===== src/rtl/race_timer_pkg.sv =====
// Shared types and defaults for the race timer sequencing controller.
package race_timer_pkg;

   typedef enum logic [2:0] {
      ST_IDLE    = 3'd0,
      ST_LOAD    = 3'd1,
      ST_RUN     = 3'd2,
      ST_PAUSED  = 3'd3,
      ST_PENALTY = 3'd4,
      ST_DONE    = 3'd5
   } timer_state_t;

   localparam int TICK_DIV_DEFAULT    = 50_000_000;
   localparam int PENALTY_SEC_DEFAULT = 3;

endpackage


===== src/rtl/race_timer_ctrl_tick_prescaler.sv =====
// Divides the system clock down to the one-second counter tick.
// The tick is registered: it appears the cycle after the prescaler wraps.
module tick_prescaler
   import race_timer_pkg::*;
#(
   parameter int TICK_DIV = TICK_DIV_DEFAULT
) (
   input  logic clk,
   input  logic reset,
   input  logic clear,
   input  logic run,
   input  logic inhibit,
   output logic tick
);

   localparam int               DIV_W = (TICK_DIV > 1) ? $clog2(TICK_DIV) : 1;
   localparam logic [DIV_W-1:0] LAST  = DIV_W'(TICK_DIV - 1);

   logic [DIV_W-1:0] presc;

   // Holding (not clearing) while !run keeps a paused partial second intact.
   always_ff @(posedge clk) begin
      if (reset || clear) begin
         presc <= '0;
         tick  <= 1'b0;
      end else begin
         tick <= 1'b0;
         if (run) begin
            if (presc == LAST) begin
               presc <= '0;
               tick  <= !inhibit;
            end else begin
               presc <= presc + DIV_W'(1);
            end
         end
      end
   end

endmodule


===== src/rtl/race_timer_ctrl.sv =====
// Start/pause/crash-penalty/finish sequencer for the six-digit race time counter.
// All outputs are registered from the next-state decode.
module race_timer_ctrl
   import race_timer_pkg::*;
#(
   parameter int TICK_DIV    = TICK_DIV_DEFAULT,
   parameter int PENALTY_SEC = PENALTY_SEC_DEFAULT
) (
   input  logic       clk,
   input  logic       reset,
   input  logic       start,
   input  logic       pause,
   input  logic       crash,
   input  logic       game_over,
   input  logic       cnt_tc,
   output logic       cnt_loadN,
   output logic       cnt_enable1,
   output logic       cnt_enable2,
   output logic       penalty_active,
   output logic       running,
   output logic       done,
   output logic [2:0] state_o
);

   localparam logic [3:0] PEN_LOAD = 4'(PENALTY_SEC);

   timer_state_t state, state_n;
   logic [3:0]   pcnt, pcnt_n;

   tick_prescaler #(.TICK_DIV(TICK_DIV)) u_presc (
      .clk     (clk),
      .reset   (reset),
      .clear   (!cnt_loadN),
      .run     (cnt_enable1),
      .inhibit (cnt_tc),
      .tick    (cnt_enable2)
   );

   always_comb begin
      state_n = state;
      pcnt_n  = pcnt;
      case (state)
         ST_IDLE:
            if (start) state_n = ST_LOAD;
         ST_LOAD: begin
            pcnt_n  = '0;
            state_n = game_over ? ST_DONE : ST_RUN;
         end
         ST_RUN:
            if (game_over || cnt_tc) state_n = ST_DONE;
            else if (pause)          state_n = ST_PAUSED;
            else if (crash) begin
               state_n = ST_PENALTY;
               pcnt_n  = PEN_LOAD;
            end
         ST_PAUSED:
            if (game_over)  state_n = ST_DONE;
            else if (start) state_n = ST_LOAD;
            else if (pause) state_n = ST_RUN;
         ST_PENALTY:
            // A crash coinciding with a tick reloads; the tick still reaches the counter.
            if (game_over || cnt_tc) begin
               state_n = ST_DONE;
               pcnt_n  = '0;
            end else if (crash) begin
               pcnt_n  = PEN_LOAD;
            end else if (cnt_enable2) begin
               if (pcnt <= 4'd1) begin
                  pcnt_n  = '0;
                  state_n = ST_RUN;
               end else begin
                  pcnt_n  = pcnt - 4'd1;
               end
            end
         ST_DONE:
            if (start) state_n = ST_LOAD;
         default: begin
            state_n = ST_IDLE;
            pcnt_n  = '0;
         end
      endcase
   end

   always_ff @(posedge clk) begin
      if (reset) begin
         state          <= ST_IDLE;
         pcnt           <= '0;
         cnt_loadN      <= 1'b1;
         cnt_enable1    <= 1'b0;
         penalty_active <= 1'b0;
         running        <= 1'b0;
         done           <= 1'b0;
      end else begin
         state          <= state_n;
         pcnt           <= pcnt_n;
         cnt_loadN      <= (state_n != ST_LOAD);
         cnt_enable1    <= (state_n == ST_RUN) || (state_n == ST_PENALTY);
         penalty_active <= (state_n == ST_PENALTY);
         running        <= (state_n == ST_RUN) || (state_n == ST_PENALTY);
         done           <= (state_n == ST_DONE);
      end
   end

   assign state_o = state;

endmodule


===== config.mk =====
export PLATFORM = sky130hd
export DESIGN_NAME = race_timer_ctrl
export DESIGN_NICKNAME = d
export VERILOG_FILES = /design/src/rtl/race_timer_pkg.sv /design/src/rtl/race_timer_ctrl_tick_prescaler.sv /design/src/rtl/race_timer_ctrl.sv
export SDC_FILE = /design/constraint.sdc
export NUM_CORES = 1
export LEC_CHECK = 0
export BUFFER_PORTS_ARGS = -buffer_cell sky130_fd_sc_hd__buf_2
export CAP_MARGIN = 20
export CORE_ASPECT_RATIO = 1.5
export CORE_MARGIN = 2
export CORE_UTILIZATION = 58
export DETAILED_ROUTE_END_ITERATION = 7
export GPL_TIMING_DRIVEN = 0
export PLACE_DENSITY = 0.88
export SYNTH_ARGS = -nofsm -noshare
export SYNTH_HDL_FRONTEND = slang
export SYNTH_SLANG_ARGS = --single-unit

===== constraint.sdc =====
create_clock -name clk -period 2.1 [get_ports clk]
set_input_delay 0.315 -clock clk [delete_from_list [all_inputs] [get_ports clk]]
set_output_delay 0.315 -clock clk [all_outputs]
set_load 0.01 [all_outputs]

==> results of run 1 <==
## synthesized netlist by cell type (all sizes together)
library cell,instances,area (um^2)
nor4,3,25.0
nor3b,2,15.0
ha,3,37.5
inv,5,18.8
xor2,18,158
xnor2,8,70.1
a21boi,1,7.51
mux2i,2,20.0
or3,3,18.8
buf,5,70.1
a2111oi,1,8.76
nand2b,8,52.6
o221ai,1,8.76
a221o,1,10.0
and2,2,12.5
and3,3,20.0
a32o,2,20.0
nand2,15,56.3
a21oi,5,25.0
clkbuf,4,15.0
nor3,9,45.0
dfxtp,38,761
nand3,10,62.6
nor2b,8,50.1
o21ai,7,35.0
nor2,37,146
and4,3,28.8
nor4b,3,26.3
o32a,2,20.0
nand4,10,62.6
a22oi,1,7.51
nand3b,2,15.0
or4,1,11.3
## worst max-delay path, stage by stage, from the launching register on
cell and delay (ns):
sky130_fd_sc_hd__dfxtp_1 0.33, sky130_fd_sc_hd__clkbuf_1 0.31, sky130_fd_sc_hd__inv_1 0.15, sky130_fd_sc_hd__o32a_1 0.35, sky130_fd_sc_hd__o21ai_0 0.30, sky130_fd_sc_hd__nand2_1 0.14
sky130_fd_sc_hd__nor3_1 0.26
## flip-flops by register name, indices dropped and copies added (netlist names)
| signal | cells |
|---|---|
| cnt_loadN | 1 |
| pcnt | 4 |
| penalty_active | 1 |
| u_presc.presc | 26 |
| u_presc.tick | 1 |
| running | 1 |
| state_o | 3 |
| done | 1 |
## cells by family after synthesis
kind of cell | count (synthesis)
adders and majority gates | 3
AOI/OAI and AO/OA | 21
muxes | 2
buffers and inverters | 14
and+or+nand+nor | 119
DFF | 38
xor gates and xnor gates | 26
## cell type report
cell class                      instances  share of cell area
Multi-Input combinational cell        171               0.501
Sequential cell                        38               0.351
Clock buffer                            7              0.0398
Buffer                                  9              0.0393
Timing Repair Buffer                   15              0.0346
Tap cell                               40              0.0231
Inverter                                5             0.00866
Clock inverter                          1             0.00231
## per-stage QoR
| step | instance area [um^2] | power, W |
|---|---|---|
| after floorplan | 1940 | 0.00143 |
| after global placement | 2070 | 0.00161 |
| after detailed placement | 2070 | 0.00163 |
| after CTS | 2160 | 0.00213 |
| after global routing | 2170 | 0.00228 |
| final | 2170 | 0.00212 |
## metal layers
metal,up-vias,track usage
li1,818,-
met3,7,0.0516
met1,770,0.218
met4,0,0.0760
met2,25,0.468
met5,-,0
## worst paths after layout
kind	start	end	slack (ns)	depth (start not counted)
worst max-delay path	state_o[0]$_SDFF_PP0_	running$_SDFF_PP0_	0.16	6
worst min-delay path	cnt_tc	u_presc.tick$_SDFF_PP0_	0.26	2
worst min register to register	u_presc.presc[25]$_SDFFE_PP0P_	u_presc.presc[25]$_SDFFE_PP0P_	0.50	2
worst max register to register	state_o[0]$_SDFF_PP0_	running$_SDFF_PP0_	0.16	6
## power groups by stage
stage                     Combinational [W]  Clock (W)  Sequential [W]
after floorplan                    0.000553          0        0.000878
after global placement             0.000749          0        0.000858
after detailed placement           0.000767          0        0.000860
after CTS                          0.000769   0.000518        0.000847
after global routing               0.000870   0.000552        0.000855
final                              0.000769   0.000507        0.000846
## what timing repair did
item                                   CTS  global route
setup endpoints to repair                0             3
hold buffers                             0             0
endpoints found under the hold margin    0             0
gates resized for setup                  0             2
==> metrics.txt, run 1 <==
# TYPE chip_impl_metric gauge
chip_impl_metric{name="skew",unit="ns"} 0.00756
chip_impl_metric{name="mappedNetlistNets",unit=""} 233
chip_impl_info{name="cts_tree",value="done"} 1
chip_impl_metric{name="maximum_number_of_pins_on_one_net_before_global_route_repair",unit=""} 12
chip_impl_metric{name="path_max_fanout",unit=""} 9
chip_impl_metric{name="number_of_synthesized_register_bits",unit=""} 38
chip_impl_metric{name="mappedNetlistArea",unit="um^2"} 1940
chip_impl_metric{name="finalNonFillerCells",unit=""} 286
chip_impl_metric{name="met3RoutedLength",unit="um"} 112
chip_impl_metric{name="synth_warnings",unit=""} 0
chip_impl_metric{name="timing.max_slew.rel_slack",unit=""} 0.697
chip_impl_info{name="dominant_combinational_cell_family_by_area_after_synthesis",value="simple AND/OR/NAND/NOR gates"} 1
chip_impl_metric{name="required",unit="ns"} 2.28
chip_impl_metric{name="route.detailed.drc",unit=""} 0
chip_impl_metric{name="synth_seq_area_share",unit=""} 0.392
chip_impl_info{name="cp-end-kind",value="flip-flop"} 1
chip_impl_metric{name="layout.area.seq",unit="um^2"} 761
chip_impl_metric{name="finalHoldWorstSlack",unit="ns"} 0.256
chip_impl_metric{name="final_layout_size_suffix_gt1_frac",unit=""} 0.146
chip_impl_metric{name="htree_num_levels",unit=""} 2
chip_impl_metric{name="dp_worst_setup_slack",unit="ns"} 0.166
chip_impl_metric{name="cts.sink_count",unit=""} 38
chip_impl_metric{name="finalHoldViolations",unit=""} 0
chip_impl_metric{name="wire_per_inst",unit="um"} 13.3
chip_impl_metric{name="synth.area.mux_share",unit=""} 0.0103
chip_impl_info{name="hold_path.class",value="in -> reg"} 1
chip_impl_metric{name="route.antenna.remaining_nets",unit=""} 0
chip_impl_metric{name="cts_inserted_buffers",unit=""} 5
chip_impl_metric{name="worst_ep_arrival_time",unit="ns"} 2.12
chip_impl_metric{name="cts.clk_slew.worst_paths",unit="ns"} 0.07
chip_impl_info{name="critical_path.startpoint_type",value="flip-flop"} 1
chip_impl_info{name="run_status",value="finished clean"} 1
chip_impl_metric{name="pwr_density_cell",unit="nW/um^2"} 979
chip_impl_info{name="most-common-layout-cells",value="sky130_fd_sc_hd__dfxtp_1, sky130_fd_sc_hd__nor2_1, sky130_fd_sc_hd__xor2_1, sky130_fd_sc_hd__nand2_1, sky130_fd_sc_hd__buf_2"} 1
chip_impl_metric{name="ir_worst_vdd",unit="uV"} 1070
chip_impl_metric{name="power.static_leakage",unit="nW"} 0.805
chip_impl_metric{name="number_of_core_rows",unit=""} 25
chip_impl_metric{name="place.detailed.instances",unit=""} 278
chip_impl_metric{name="number_of_global_route_vias_before_repair",unit=""} 1579
chip_impl_metric{name="clock_power_share",unit=""} 0.239
chip_impl_metric{name="dieArea",unit="um^2"} 3830
chip_impl_metric{name="post_synth_and_or_nand_nor_area_fraction",unit=""} 0.334
chip_impl_metric{name="power_frac_comb",unit=""} 0.363
chip_impl_metric{name="io_pins",unit=""} 16
chip_impl_metric{name="post_synth_fa_ha_maj_area_fraction",unit=""} 0.0193
chip_impl_metric{name="gp_routability_congestion",unit=""} 0.828
chip_impl_metric{name="timing.final.crit_period",unit="ns"} 1.94
chip_impl_metric{name="gr-total-overflow",unit=""} 0
chip_impl_metric{name="timing.final.crit_share",unit=""} 0.922
chip_impl_metric{name="multi_input_comb_area",unit="um^2"} 1090
chip_impl_metric{name="fin_tns_setup",unit="ns"} 0
chip_impl_metric{name="internal_power",unit="W"} 0.00139
chip_impl_metric{name="utilization",unit=""} 0.679
chip_impl_metric{name="synth_xor_area_frac",unit=""} 0.117
chip_impl_metric{name="yosysUniqueCellTypes",unit=""} 41
chip_impl_info{name="mostFrequentLayoutCell",value="sky130_fd_sc_hd__dfxtp_1"} 1
chip_impl_metric{name="vias_per_cell",unit=""} 5.66
chip_impl_metric{name="die_h",unit="um"} 74.8
chip_impl_metric{name="number_of_antenna_violations_at_the_first_check_in_global_routing",unit=""} 0
chip_impl_metric{name="synth-compound-area-share",unit=""} 0.0735
chip_impl_metric{name="design.final.nets",unit=""} 255
chip_impl_metric{name="global_route_wire_length_before_repair",unit="um"} 6640
chip_impl_metric{name="seq_power_share",unit=""} 0.399
chip_impl_metric{name="floorplan.core_area",unit="um^2"} 3190
chip_impl_info{name="timing.setup.critical_path_class",value="reg -> reg"} 1
chip_impl_metric{name="max_freq",unit="MHz"} 516
chip_impl_metric{name="worstSkewPairLatency",unit="ns"} 0.29
chip_impl_metric{name="switching_fraction_of_total_power",unit=""} 0.343
chip_impl_metric{name="post_synth.cell_area_avg",unit="um^2"} 8.70
chip_impl_metric{name="post-dp-hpwl",unit="um"} 2910
chip_impl_info{name="dr.max_layer_used",value="met4"} 1
chip_impl_metric{name="setup_violations",unit=""} 0
chip_impl_metric{name="setup_slack",unit="ns"} 0.164
chip_impl_metric{name="groute.usage.overall",unit=""} 0.228
chip_impl_metric{name="drv_slew",unit=""} 0
chip_impl_metric{name="dr_wl_met2",unit="um"} 2090
chip_impl_metric{name="switching_power_of_the_nets",unit="W"} 0.000729
chip_impl_metric{name="initial_core_util",unit=""} 0.608
chip_impl_metric{name="antennaDiodeCount",unit=""} 0
chip_impl_metric{name="worstMarginPinSlew",unit="ns"} 0.450
chip_impl_metric{name="routed_wl",unit="um"} 3790
chip_impl_metric{name="syn2layout_area_growth",unit="%"} 11.7
chip_impl_metric{name="drt-met1-wl",unit="um"} 1510
chip_impl_metric{name="timing.max_cap.violations",unit=""} 0
chip_impl_metric{name="nFillCells",unit=""} 266
chip_impl_metric{name="mapped_cells",unit=""} 223
chip_impl_metric{name="cts_post_setup_buffers_inserted",unit=""} 0
chip_impl_metric{name="detail_route.first_pass.iterations",unit=""} 4
chip_impl_metric{name="clock_tree.buffer_depth",unit=""} 2
chip_impl_info{name="grt_setup_unrepaired",value="false"} 1
chip_impl_metric{name="count_of_input_and_output_buffers",unit=""} 15
chip_impl_info{name="cts_root_buffer",value="sky130_fd_sc_hd__clkbuf_8"} 1
chip_impl_metric{name="num_vias",unit=""} 1620
chip_impl_metric{name="fp.dieW",unit="um"} 51.2
chip_impl_metric{name="detail_route.iter0.violations",unit=""} 26
(Power assumes the default switching activity.)
==> run 2: changes to the inputs <==
--- a/config.mk
+++ b/config.mk
@@ -5,14 +5,15 @@
 export SDC_FILE = /design/constraint.sdc
 export NUM_CORES = 1
 export LEC_CHECK = 0
+export ABC_AREA = 1
 export BUFFER_PORTS_ARGS = -buffer_cell sky130_fd_sc_hd__buf_2
 export CAP_MARGIN = 20
 export CORE_ASPECT_RATIO = 1.5
 export CORE_MARGIN = 2
-export CORE_UTILIZATION = 58
+export CORE_UTILIZATION = 60
 export DETAILED_ROUTE_END_ITERATION = 7
 export GPL_TIMING_DRIVEN = 0
-export PLACE_DENSITY = 0.88
+export PLACE_DENSITY = 0.89
 export SYNTH_ARGS = -nofsm -noshare
 export SYNTH_HDL_FRONTEND = slang
 export SYNTH_SLANG_ARGS = --single-unit
==> metrics.txt, run 2 <==
# TYPE chip_impl_metric gauge
chip_impl_metric{name="utilization",unit=""} 0.680
chip_impl_metric{name="initial_core_util",unit=""} 0.620
chip_impl_metric{name="power.static_leakage",unit="nW"} 1.11
chip_impl_metric{name="setup_violations",unit=""} 0
chip_impl_metric{name="detail_route.first_pass.iterations",unit=""} 4
chip_impl_metric{name="yosysUniqueCellTypes",unit=""} 27
chip_impl_metric{name="post_synth.cell_area_avg",unit="um^2"} 6.18
chip_impl_metric{name="place.detailed.instances",unit=""} 424
chip_impl_metric{name="max_freq",unit="MHz"} 605
chip_impl_metric{name="gp_routability_congestion",unit=""} 0.916
chip_impl_metric{name="worst-r2r-setup-slack",unit="ns"} 0.45
chip_impl_info{name="mostFrequentLayoutCell",value="sky130_fd_sc_hd__nand2_1"} 1
chip_impl_metric{name="number_of_global_route_vias_before_repair",unit=""} 2087
chip_impl_metric{name="antennaDiodeCount",unit=""} 0
chip_impl_info{name="hold_path.class",value="in -> reg"} 1
chip_impl_metric{name="seq_power_share",unit=""} 0.391
chip_impl_metric{name="count_of_input_and_output_buffers",unit=""} 15
chip_impl_metric{name="maximum_number_of_pins_on_one_net_before_global_route_repair",unit=""} 14
chip_impl_metric{name="number_of_synthesized_register_bits",unit=""} 38
chip_impl_metric{name="route.detailed.drc",unit=""} 0
chip_impl_metric{name="finalHoldViolations",unit=""} 0
chip_impl_metric{name="global_route_wire_length_before_repair",unit="um"} 8480
chip_impl_metric{name="power_frac_comb",unit=""} 0.396
chip_impl_info{name="cts_root_buffer",value="sky130_fd_sc_hd__clkbuf_8"} 1
chip_impl_info{name="critical-path-top-delay-family",value="simple AND/OR/NAND/NOR gates"} 1
chip_impl_metric{name="drv_slew",unit=""} 0
chip_impl_metric{name="timing.max_slew.rel_slack",unit=""} 0.773
chip_impl_metric{name="nFillCells",unit=""} 342
chip_impl_metric{name="path_max_fanout",unit=""} 3
chip_impl_metric{name="dieArea",unit="um^2"} 4290
chip_impl_metric{name="detail_route.iter0.violations",unit=""} 62
chip_impl_info{name="timing.setup.critical_path_class",value="reg -> reg"} 1
chip_impl_metric{name="synth_seq_area_share",unit=""} 0.336
chip_impl_metric{name="worstSkewPairLatency",unit="ns"} 0.29
chip_impl_metric{name="gr-total-overflow",unit=""} 0
chip_impl_metric{name="cts_post_setup_buffers_inserted",unit=""} 0
chip_impl_metric{name="critical_path_buf_inv_count",unit=""} 0
chip_impl_metric{name="cts.clk_slew.worst_paths",unit="ns"} 0.08
chip_impl_info{name="min_delay_worst_endpoint",value="u_presc.tick$_SDFF_PP0_"} 1
chip_impl_info{name="synthTopCellsByCount",value="sky130_fd_sc_hd__nand2_1, sky130_fd_sc_hd__nor2_1, sky130_fd_sc_hd__inv_1"} 1
chip_impl_info{name="netlist.top_cell.by_area",value="sky130_fd_sc_hd__dfxtp_1"} 1
chip_impl_metric{name="groute.usage.overall",unit=""} 0.263
chip_impl_metric{name="timing.max_cap.violations",unit=""} 0
chip_impl_metric{name="cts.repair.resized",unit=""} 0
chip_impl_info{name="regMostFlops",value="u_presc.presc"} 1
chip_impl_metric{name="skew",unit="ns"} 0.00829
chip_impl_metric{name="switching_fraction_of_total_power",unit=""} 0.416
chip_impl_info{name="worst_r2r_startpoint",value="u_presc.presc[0]$_SDFFE_PP0P_"} 1
chip_impl_metric{name="final_layout_size_suffix_gt1_frac",unit=""} 0.116
chip_impl_metric{name="ff2ff_path_depth",unit=""} 8
chip_impl_metric{name="setup_slack",unit="ns"} 0.447
chip_impl_metric{name="num_vias",unit=""} 2263
chip_impl_metric{name="wire_per_inst",unit="um"} 11.5
chip_impl_info{name="synth-main-ff-cell",value="sky130_fd_sc_hd__dfxtp_1"} 1
chip_impl_metric{name="largest_register_ffs",unit=""} 26
chip_impl_metric{name="ir_worst_vdd",unit="uV"} 797
chip_impl_metric{name="mapped_cells",unit=""} 366
chip_impl_metric{name="routed_wl",unit="um"} 4970
chip_impl_metric{name="finalNonFillerCells",unit=""} 432
chip_impl_metric{name="min_path_cells",unit=""} 2
chip_impl_metric{name="post-layout-total-power",unit="W"} 0.00237
chip_impl_info{name="most-common-layout-cells",value="sky130_fd_sc_hd__nand2_1, sky130_fd_sc_hd__nor2_1, sky130_fd_sc_hd__inv_1, sky130_fd_sc_hd__dfxtp_1, sky130_fd_sc_hd__nand3_1"} 1
chip_impl_metric{name="htree_num_levels",unit=""} 2
chip_impl_metric{name="clock_tree.buffer_depth",unit=""} 2
chip_impl_metric{name="fin_tns_setup",unit="ns"} 0
chip_impl_info{name="run_status",value="finished clean"} 1
chip_impl_metric{name="timing.final.crit_period",unit="ns"} 1.65
chip_impl_metric{name="cts.sink_count",unit=""} 38
chip_impl_info{name="yosys.cell_count.top_type",value="sky130_fd_sc_hd__nand2_1"} 1
chip_impl_metric{name="die_h",unit="um"} 79.2
chip_impl_info{name="cp_slowest_cell",value="sky130_fd_sc_hd__dfxtp_1"} 1
chip_impl_metric{name="holdBufCountCts",unit=""} 0
chip_impl_metric{name="syn2layout_area_growth",unit="%"} 9.68
chip_impl_info{name="cp-end-kind",value="flip-flop"} 1
chip_impl_metric{name="floorplan.core_area",unit="um^2"} 3650
chip_impl_metric{name="fp.dieW",unit="um"} 54.1
chip_impl_metric{name="post-dp-hpwl",unit="um"} 3860
chip_impl_metric{name="synth-edff-count",unit=""} 0
chip_impl_metric{name="io_pins",unit=""} 16
chip_impl_metric{name="timing.final.crit_share",unit=""} 0.787
chip_impl_metric{name="route.antenna.remaining_nets",unit=""} 0
chip_impl_metric{name="mappedNetlistNets",unit=""} 376
chip_impl_info{name="post_synth_main_area_contributors",value="sky130_fd_sc_hd__dfxtp_1, sky130_fd_sc_hd__nand2_1, sky130_fd_sc_hd__nor2_1"} 1
chip_impl_metric{name="synthDominantCellAreaShare",unit=""} 0.336
chip_impl_metric{name="required",unit="ns"} 2.30
chip_impl_metric{name="synth_warnings",unit=""} 0
chip_impl_info{name="critical_path.cell_chain",value="ha_1 -> nand3_1 -> nor2_1 -> nand3_1 -> nor3_1 -> nand2_1 -> nand2_1 -> nor2_1"} 1
chip_impl_metric{name="worstMarginPinSlew",unit="ns"} 0.339
chip_impl_metric{name="number_of_core_rows",unit=""} 27
chip_impl_metric{name="cts_inserted_buffers",unit=""} 5
chip_impl_info{name="cts_tree",value="done"} 1
chip_impl_metric{name="worst_ep_arrival_time",unit="ns"} 1.85
chip_impl_metric{name="postSynth.asyncResetShare",unit=""} 0
chip_impl_info{name="critical_path.startpoint_type",value="flip-flop"} 1
chip_impl_info{name="timing.hold.worst.start",value="cnt_tc"} 1
chip_impl_metric{name="number_of_antenna_violations_at_the_first_check_in_global_routing",unit=""} 0
chip_impl_metric{name="design.final.nets",unit=""} 398
chip_impl_metric{name="switching_power_of_the_nets",unit="W"} 0.000984
chip_impl_metric{name="pwr_density_cell",unit="nW/um^2"} 955
chip_impl_metric{name="internal_power",unit="W"} 0.00138
chip_impl_metric{name="dp_worst_setup_slack",unit="ns"} 0.446
chip_impl_metric{name="mappedNetlistArea",unit="um^2"} 2260
chip_impl_info{name="grt_setup_unrepaired",value="false"} 1
chip_impl_metric{name="clock_power_share",unit=""} 0.212
chip_impl_metric{name="critical_path.max_stage_delay",unit="ns"} 0.40
chip_impl_metric{name="vias_per_cell",unit=""} 5.24
chip_impl_info{name="timing.rr.end",value="u_presc.presc[18]$_SDFFE_PP0P_"} 1
## run 2: cell families after synthesis
| group | count (synthesis) | share of synthesized area |
|---|---|---|
| AO/OA/AOI/OAI | 17 | 0.0376 |
| buffers and inverters | 55 | 0.0968 |
| flip-flops | 38 | 0.336 |
| XOR/XNOR | 6 | 0.0232 |
| adder cells (fa/ha/maj) | 3 | 0.0166 |
| AND/OR/NAND/NOR | 247 | 0.489 |
## run 2: layer usage
layer,GRT usage,up-vias,part of all wire
li1,-,1179,-
met1,0.276,1006,0.40
met2,0.465,59,0.54
met3,0.0545,19,0.034
met4,0.138,0,0.033
met5,0,-,0
## run 2: area by class of cell
| type | count | area, um^2 | area share |
|---|---|---|---|
| Tap cell | 43 | 53.8 | 0.0217 |
| Inverter | 52 | 195 | 0.0787 |
| Sequential cell | 38 | 761 | 0.307 |
| Multi-Input combinational cell | 273 | 1280 | 0.517 |
| Clock buffer | 5 | 68.8 | 0.0277 |
| Timing Repair Buffer | 15 | 75.1 | 0.0303 |
| Buffer | 3 | 23.8 | 0.00958 |
| Clock inverter | 3 | 21.3 | 0.00857 |
## run 2: power by group through the flow
stage / sequential, W / combinational [W] / clock [W]
global placement: 0.000938 / 0.000912 / 0
floorplan: 0.000948 / 0.000688 / 0
global route: 0.000941 / 0.00108 / 0.000540
detailed placement: 0.000941 / 0.000938 / 0
finish: 0.000927 / 0.000939 / 0.000503
CTS: 0.000925 / 0.000941 / 0.000510
## run 2: worst max-delay path by stage
| stage | from | end | slack [ns] | cells after the start |
|---|---|---|---|---|
| finish | u_presc.presc[0]$_SDFFE_PP0P_ | u_presc.presc[18]$_SDFFE_PP0P_ | 0.45 | 8 |
| global route | u_presc.presc[0]$_SDFFE_PP0P_ | u_presc.presc[18]$_SDFFE_PP0P_ | 0.25 | 8 |
| CTS | u_presc.presc[0]$_SDFFE_PP0P_ | u_presc.presc[18]$_SDFFE_PP0P_ | 0.44 | 8 |
| detailed placement | u_presc.presc[0]$_SDFFE_PP0P_ | u_presc.presc[18]$_SDFFE_PP0P_ | 0.45 | 8 |
| global placement | reset | u_presc.presc[0]$_SDFFE_PP0P_ | 0.50 | 7 |
| floorplan | u_presc.presc[0]$_SDFFE_PP0P_ | u_presc.presc[18]$_SDFFE_PP0P_ | 0.73 | 8 |
## run 2: worst reg2reg max path, cell delays in order (launching register included)
cell                      delay, ns
sky130_fd_sc_hd__dfxtp_1       0.40
sky130_fd_sc_hd__ha_1          0.21
sky130_fd_sc_hd__nand3_1       0.11
sky130_fd_sc_hd__nor2_1        0.18
sky130_fd_sc_hd__nand3_1       0.16
sky130_fd_sc_hd__nor3_1        0.30
sky130_fd_sc_hd__nand2_1       0.09
sky130_fd_sc_hd__nand2_1       0.08
sky130_fd_sc_hd__nor2_1        0.04
## run 2: per-stage QoR
step	hold slack, ns	area [um^2]
2_1_floorplan	0.384	2260
4_1_cts	0.215	2480
6_report	0.223	2480
3_3_place_gp	0.493	2390
3_5_place_dp	0.500	2390
5_1_grt	0.232	2480
